`config.mk`:
```
export PLATFORM = sky130hd
export DESIGN_NAME = fsk_demodulator
export DESIGN_NICKNAME = d
export VERILOG_FILES = /design/src/rtl/fsk_demodulator.sv
export SDC_FILE = /design/constraint.sdc
export NUM_CORES = 1
export LEC_CHECK = 0
export ABC_AREA = 1
export BUFFER_PORTS_ARGS = -buffer_cell sky130_fd_sc_hd__buf_2
export CAP_MARGIN = 30
export CELL_PAD_IN_SITES_DETAIL_PLACEMENT = 2
export CELL_PAD_IN_SITES_GLOBAL_PLACEMENT = 2
export CORE_UTILIZATION = 34
export CTS_CLUSTER_SIZE = 12
export DETAILED_ROUTE_END_ITERATION = 7
export HOLD_SLACK_MARGIN = 0.05
export PLACE_DENSITY_LB_ADDON = 0.1
export SLEW_MARGIN = 40
export SYNTH_ARGS = -nofsm -noshare
export SYNTH_HDL_FRONTEND = slang
export SYNTH_SLANG_ARGS = --single-unit
```
`constraint.sdc`:
```
create_clock -name sysclk -period 1.91 [get_ports sysclk]
set_clock_uncertainty 0.2 [all_clocks]
set_input_delay 0.0955 -clock sysclk [delete_from_list [all_inputs] [get_ports sysclk]]
set_output_delay 0.0955 -clock sysclk [all_outputs]
set_load 0.03 [all_outputs]
```
`src/rtl/fsk_demodulator.sv`:
```
// FSK receiver: measures half-periods of the incoming square wave, classifies them as
// mark/space, locks onto the carrier and recovers the bit with a confirmation count.
module fsk_demodulator #(
  parameter int unsigned HIGH_HALF   = 25,
  parameter int unsigned LOW_HALF    = 50,
  parameter int unsigned THRESH      = 37,
  parameter int unsigned GLITCH_MIN  = 8,
  parameter int unsigned TIMEOUT     = 200,
  parameter int unsigned LOCK_HALVES = 4,
  parameter int unsigned CONFIRM     = 2,
  parameter int unsigned CNT_W       = 8
) (
  input  logic sysclk,
  input  logic rst_n,
  input  logic signal_in,
  output logic bit_out,
  output logic carrier_det,
  output logic sym_strobe,
  output logic glitch_err
);

  localparam int unsigned AcqW = $clog2(LOCK_HALVES + 1);
  localparam int unsigned RunW = $clog2(CONFIRM + 1);

  localparam logic [1:0] StIdle    = 2'd0;
  localparam logic [1:0] StAcquire = 2'd1;
  localparam logic [1:0] StLocked  = 2'd2;

  localparam logic [CNT_W-1:0] CntMax     = '1;
  localparam logic [CNT_W-1:0] GlitchMinC = CNT_W'(GLITCH_MIN);
  localparam logic [CNT_W-1:0] ThreshC    = CNT_W'(THRESH);
  localparam logic [CNT_W-1:0] TimeoutC   = CNT_W'(TIMEOUT);
  localparam logic [AcqW-1:0]  AcqLast    = AcqW'(LOCK_HALVES - 1);
  localparam logic [RunW-1:0]  RunLast    = RunW'(CONFIRM - 1);

  if ((HIGH_HALF > THRESH) || (LOW_HALF <= THRESH) || (GLITCH_MIN > THRESH) ||
      (TIMEOUT > (2 ** CNT_W) - 1)) begin : g_bad_cfg
    $error("fsk_demodulator: inconsistent timing parameters");
  end

  logic             s1_q, s2_q, s3_q;
  logic [CNT_W-1:0] cnt_q, cnt_d;
  logic [1:0]       state_q, state_d;
  logic [AcqW-1:0]  acq_q, acq_d;
  logic [RunW-1:0]  run_q, run_d;
  logic             bit_q, bit_d;
  logic             cd_q, cd_d;
  logic             sym_q, sym_d;
  logic             glitch_q, glitch_d;

  logic sig_edge, is_glitch, is_valid, cls, timeout;

  // cnt_q holds the length of the half that just ended whenever sig_edge is high.
  always_comb begin
    sig_edge  = s2_q ^ s3_q;
    is_glitch = sig_edge && (cnt_q < GlitchMinC);
    is_valid  = sig_edge && !is_glitch;
    cls       = (cnt_q <= ThreshC);
    timeout   = !sig_edge && (cnt_q >= TimeoutC);
  end

  always_comb begin
    if (sig_edge) begin
      cnt_d = CNT_W'(1);
    end else if (cnt_q == CntMax) begin
      cnt_d = cnt_q;
    end else begin
      cnt_d = cnt_q + CNT_W'(1);
    end
  end

  always_comb begin
    state_d  = state_q;
    acq_d    = acq_q;
    run_d    = run_q;
    bit_d    = bit_q;
    cd_d     = cd_q;
    sym_d    = 1'b0;
    glitch_d = 1'b0;
    unique case (state_q)
      StIdle: begin
        // The first half after idle has no known start, so it is dropped.
        if (sig_edge) begin
          state_d = StAcquire;
          acq_d   = '0;
        end
      end
      StAcquire: begin
        if (is_glitch) begin
          acq_d    = '0;
          glitch_d = 1'b1;
        end else if (is_valid) begin
          if (acq_q == AcqLast) begin
            state_d = StLocked;
            bit_d   = cls;
            cd_d    = 1'b1;
            run_d   = '0;
          end else begin
            acq_d = acq_q + AcqW'(1);
          end
        end else if (timeout) begin
          state_d = StIdle;
        end
      end
      StLocked: begin
        if (is_valid) begin
          sym_d = 1'b1;
          if (cls == bit_q) begin
            run_d = '0;
          end else if (run_q == RunLast) begin
            bit_d = cls;
            run_d = '0;
          end else begin
            run_d = run_q + RunW'(1);
          end
        end else if (is_glitch) begin
          glitch_d = 1'b1;
          run_d    = '0;
        end else if (timeout) begin
          state_d = StIdle;
          cd_d    = 1'b0;
          bit_d   = 1'b1;
          run_d   = '0;
        end
      end
      default: begin
        state_d = StIdle;
      end
    endcase
  end

  always_ff @(posedge sysclk) begin
    if (!rst_n) begin
      s1_q     <= 1'b1;
      s2_q     <= 1'b1;
      s3_q     <= 1'b1;
      cnt_q    <= '0;
      state_q  <= StIdle;
      acq_q    <= '0;
      run_q    <= '0;
      bit_q    <= 1'b1;
      cd_q     <= 1'b0;
      sym_q    <= 1'b0;
      glitch_q <= 1'b0;
    end else begin
      s1_q     <= signal_in;
      s2_q     <= s1_q;
      s3_q     <= s2_q;
      cnt_q    <= cnt_d;
      state_q  <= state_d;
      acq_q    <= acq_d;
      run_q    <= run_d;
      bit_q    <= bit_d;
      cd_q     <= cd_d;
      sym_q    <= sym_d;
      glitch_q <= glitch_d;
    end
  end

  assign bit_out     = bit_q;
  assign carrier_det = cd_q;
  assign sym_strobe  = sym_q;
  assign glitch_err  = glitch_q;

endmodule

```
# ---- Word level (Yosys, flattened, before mapping)
# Index checks and enable logic that the tools add are counted.
dict set report totals {
  ff_bits 22
  wordCells 101
  in_bits 3
  out_inout_bits 4
}
dict set report classes {
  mux 44
  eq_ne 22
  reduce_logical 15
  add_sub_neg 3
  n_lt_le_gt_ge 3
  bitwise 2
}
# op n
set ops {}
lappend ops {{$mux W2} 15}
lappend ops {{$ne A3 B3 Y1 const B} 7}
lappend ops {{$mux W1} 19}
lappend ops {{$ne A2 B2 Y1 const B} 8}
lappend ops {{$mux W3} 4}
lappend ops {{$reduce_and A5 Y1} 2}
lappend ops {{$add A8 B1 Y8 const B} 1}
lappend ops {{$eq A8 B8 Y1 const B} 1}
lappend ops {{$ge A8 B8 Y1 const B} 1}
lappend ops {{$le A8 B6 Y1 const B} 1}
lappend ops {{$lt A8 B4 Y1 const B} 1}
lappend ops {{$reduce_and A8 Y1} 1}
lappend ops {{$reduce_and A7 Y1} 1}
lappend ops {{$pmux W1 S2} 3}
lappend ops {{$pmux W2 S3} 1}
lappend ops {{$pmux W3 S2} 1}
lappend ops {{$eq A2 B1 Y1 const B} 2}
lappend ops {{$ne A4 B4 Y1 const B} 1}
lappend ops {{$pmux W2 S2} 1}
lappend ops {{$reduce_and A4 Y1} 1}
lappend ops {{$reduce_bool A2 Y1} 2}
lappend ops {{$add A3 B1 Y3 const B} 1}
lappend ops {{$eq A3 B2 Y1 const B} 1}
lappend ops {{$logic_and A1 B1 Y1} 3}
lappend ops {{9 further kinds} 10}

# ---- Longest topological paths before layout
dict set report depth {
  ltp_word 7
  depth_mapped 13
  mapped_depth_nobuf 13
}

# ---- Worst setup path after synthesis
# OpenSTA, ideal clock, no wires.
dict set report synth_path {
  path_type {reg-to-reg}
  from {reg state_q[1]}
  to {reg bit_q, in the netlist bit_out}
  path_slack_ns 0.298
  setup_time_ns 0.123
  n_path_buf 0
  synth_period_minus_slack_ns 1.612
  path_stages_with_launch 11
  arrival_time_ns 1.289
  t_required_ns 1.587
  path_cell_list {dfxtp_1 > inv_1 > ha_1 > inv_2 > nor2_1 > inv_1 > nand3_2 > nor2_1 > nand2_1 > nand2_1 > nand3_1}
}
dict set report synth_via {
  elab_chain_len 3
  word_cells_on_any_way 12
  classes_between {eq/ne (9); mux (1); reduce/logical (2)}
}
# item line
set synth_lines {}
lappend synth_lines {{start, declared} 43} ;# logic [1:0] state_q, state_d;
lappend synth_lines {{start signal, assigned} 138} ;# state_q <= StIdle;
lappend synth_lines {{start signal, assigned} 150} ;# state_q <= state_d;
lappend synth_lines {{$eq A2 B2 Y1 / $eq A2 B1 Y1 (equally long branches)} 80} ;# unique case (state_q)
lappend synth_lines {{$ne A3 B3 Y1 (no line) (tied with other cells)} n/a}
lappend synth_lines {{$reduce_and A8 Y1 (no line)} n/a}
lappend synth_lines {{end signal, assigned} 153} ;# bit_q <= bit_d;
lappend synth_lines {{end, declared} 46} ;# logic bit_q, bit_d;
# Several ways; a longest one is shown, not always the timed one.
# A chain may end at the register's enable or synchronous reset.

# ---- Worst setup path in the final report
dict set report layout_path {
  from {reg state_q[0]}
  to {reg bit_q, in the netlist bit_out}
}
# Same word-level chain as after synthesis.

==> results.md <==
- GRT overflow: 0
- First-pass GRT wire length: 6.19 mm
- Placed Cells incl. Taps: 230
- Row count: 21
- Setup Viol. Count Final: 0
- Req. time, crit path: 1.86 ns
- Startpoint class of the critical path: flip-flop
- H-Tree Level Count: 1
- Slowest stage cell on the critical path: dfxtp_1
- Most used DFF post-synth: dfxtp_1
- Nets: 203
- Avg Cell Area, Syn: 7.25 um2
- Chip width: 63.3 um
- Share of the synthesized area in the top cell type: 34.5%
- Worst Path Arrival: 1.74 ns
- Ant diodes: 0
- Synth Register Bits: 22
- Clk Tree Root Cell: clkbuf_8
- IO Port Bufs: 6
- Die Ht: 63.3 um
- Detailed Place HPWL: 2.72 mm
- Slew @ Worst Pin: 0.289 ns
- RSZ-0062 raised after global routing: false
- TritonCTS clock tree: done
- Final hold slack: 0.223 ns
- Max-slew headroom: 80.5%
- Post-synth cell types: 25
- Largest delay share family, worst path: simple AND/OR/NAND/NOR gates
- Clock-pin slew on the worst setup and hold paths: 0.09 ns
- Mapped Cells: 176
- All-layer global routing usage: 19.8%
- Largest net degree at the start of global routing: 13
- Setup bufs post-CTS: 0
- PnR worst setup slack: 0.115 ns
- Max-cap violations: 0
- Iter 0 DRT Violations: 33
- Overall routed net length: 3.47 mm
- Vias: 1,146
- Layout Cells excl Fill: 236
- Max incr delay on CP: 0.32 ns
- Final instance area: 0.00146 mm2
- Final GP Congestion: 0.824
- Clock tree sinks: 22
- Worst vdd ir: 0.268 mV
- Routed Antenna Nets: 0
- Synthesis warning total: 0
- Post-synth top cells: nand2_1 (37), inv_1 (23), dfxtp_1 (22), nor2_1 (16)
- Sequential fraction of the synthesis area: 34.5%
- Num CTS Buffers: 3
- CP Capture Type: flip-flop
- Placed standard-cell area: 0.00138 mm2
- Post-place setup slack: 0.113 ns
- Ports: 7
- Crit Path Max Fanout: 5
- Fin Setup TNS: 0 ns
- Layout cells sized above 1: 23.7%
- Leakage: 0.653 nW
- Min Tclk post-route: 1.79 ns
- CP Cell Sequence: buf_4 -> ha_1 -> inv_2 -> nor2_1 -> inv_1 -> nand3_2 -> nor2_1 -> nand2_1 -> nand2_1 -> nand3_1
- 1st-pass router iterations: 4
- Wirelength per Cell: 14.7 um
- Synth area leaders: dfxtp_1 (35%), nand2_1 (11%), ha_1 (8.8%)
- Final Hold Viols: 0
- Clock buffer depth: 2
- Core ar.: 0.00347 mm2
- Status: finished, final reports clean
- Most common cell in the netlist: nand2_1
- HP Class: reg2reg
- Clk Latency, worst-skew pair: 0.26 ns
- Ratio of final minimum period to clock period: 94.0%
- Antenna violations before repair: 0
- Pwr Density: 746 mW/mm2
- Vias in the first global route: 1,294
- Initial Utilization: 36.8%
- Synth-to-layout area growth: 14.3%
- Crit Path Class: reg2reg
- Post-synth EDFFs: 0
- Number of remaining DRC errors: 0
- Fraction of registers with async set/reset: 0%
- Syn_nets: 188
- Full die area: 0.00400 mm2
- Yosys top cell by area: dfxtp_1
- Vias per cell: 4.86
- Fmax: 557 MHz
- Buf/Inv on CP: 3
- Final slew viol count: 0
- Post-synth design cell area: 0.00128 mm2
==> stage by stage <==
step	utilization (%)	power, mW
CTS	42.0	1.10
global placement	39.8	0.736
finish	42.1	1.09
global route	42.1	1.14
detailed placement	39.8	0.754
floorplan	-	0.681
==> layout make-up <==
class                           instances  area [um2]
Tap cell                               46        57.6
Inverter                               30         113
Multi-Input combinational cell        123         718
Clock buffer                            4        55.1
Timing Repair Buffer                   11        72.6
Fill cell                             423        2010
Sequential cell                        22         443
==> placed cells by master (no fill, tap or decap) <==
cell type and instances:
dfxtp_2 2, buf_2 6, ha_1 9, nand3_1 10, nor3_1 3, dlygate4sd3_1 2, inv_1 23, nor2_4 2
a31oi_1 2, dfxtp_1 20, buf_4 3, o211ai_2 2, nand2_4 3, xor2_1 1, o21ai_0 8, nand3_2 2
nand2_2 3, clkbuf_8 4, nand2_1 37, nor2_1 16, nand3_4 1, nor2_2 5, a21oi_2 2, a21oi_1 10
inv_2 7, nor3_2 1, nand4_1 1, o21ai_1 3, or2_2 2
==> where the power goes <==
group,internal (mW),switching (mW)
clock network,0.184,0.154
logic,0.0839,0.164
registers,0.486,0.0162
total,0.754,0.335
==> state kept, by name (all words and copies together), names as in the netlist <==
signal,flops
glitch_err,1
state_q,2
s2_q,1
bit_out,1
acq_q,3
cnt_q,8
s1_q,1
carrier_det,1
s3_q,1
sym_strobe,1
run_q,2
==> per-layer routing <==
| layer | global-route usage [%] | wire (um) |
|---|---|---|
| met4 | 5.40 | 46 |
| met2 | 35.5 | 1710 |
| met5 | 0 | 0 |
| met1 | 24.6 | 1680 |
| met3 | 2.36 | 42 |
==> kinds of logic after synthesis <==
kind of cell / count (synthesis) / share of synthesized area [%]
simple gates: 86 / 34.2
compound gates: 27 / 12.5
flops: 22 / 34.5
buf+inv: 31 / 9.22
fa+ha+maj: 9 / 8.82
xor+xnor: 1 / 0.686
==> repair_timing <==
action / CTS / global route
endpoints found under the setup margin: 0 / 2
endpoints found under the hold margin: 10 / 0
resized for setup: 0 / 2
hold buffers: 2 / 0
==> final timing paths <==
kind / cells after the start / end / slack (ns) / startpoint
worst min-delay path: 1 / s2_q / 0.22 / s1_q
worst max-delay path: 10 / bit_out / 0.12 / state_q[0]
worst min register to register: 1 / s2_q / 0.22 / s1_q
worst max register to register: 10 / bit_out / 0.12 / state_q[0]
Power figures use the tool's default switching activity.
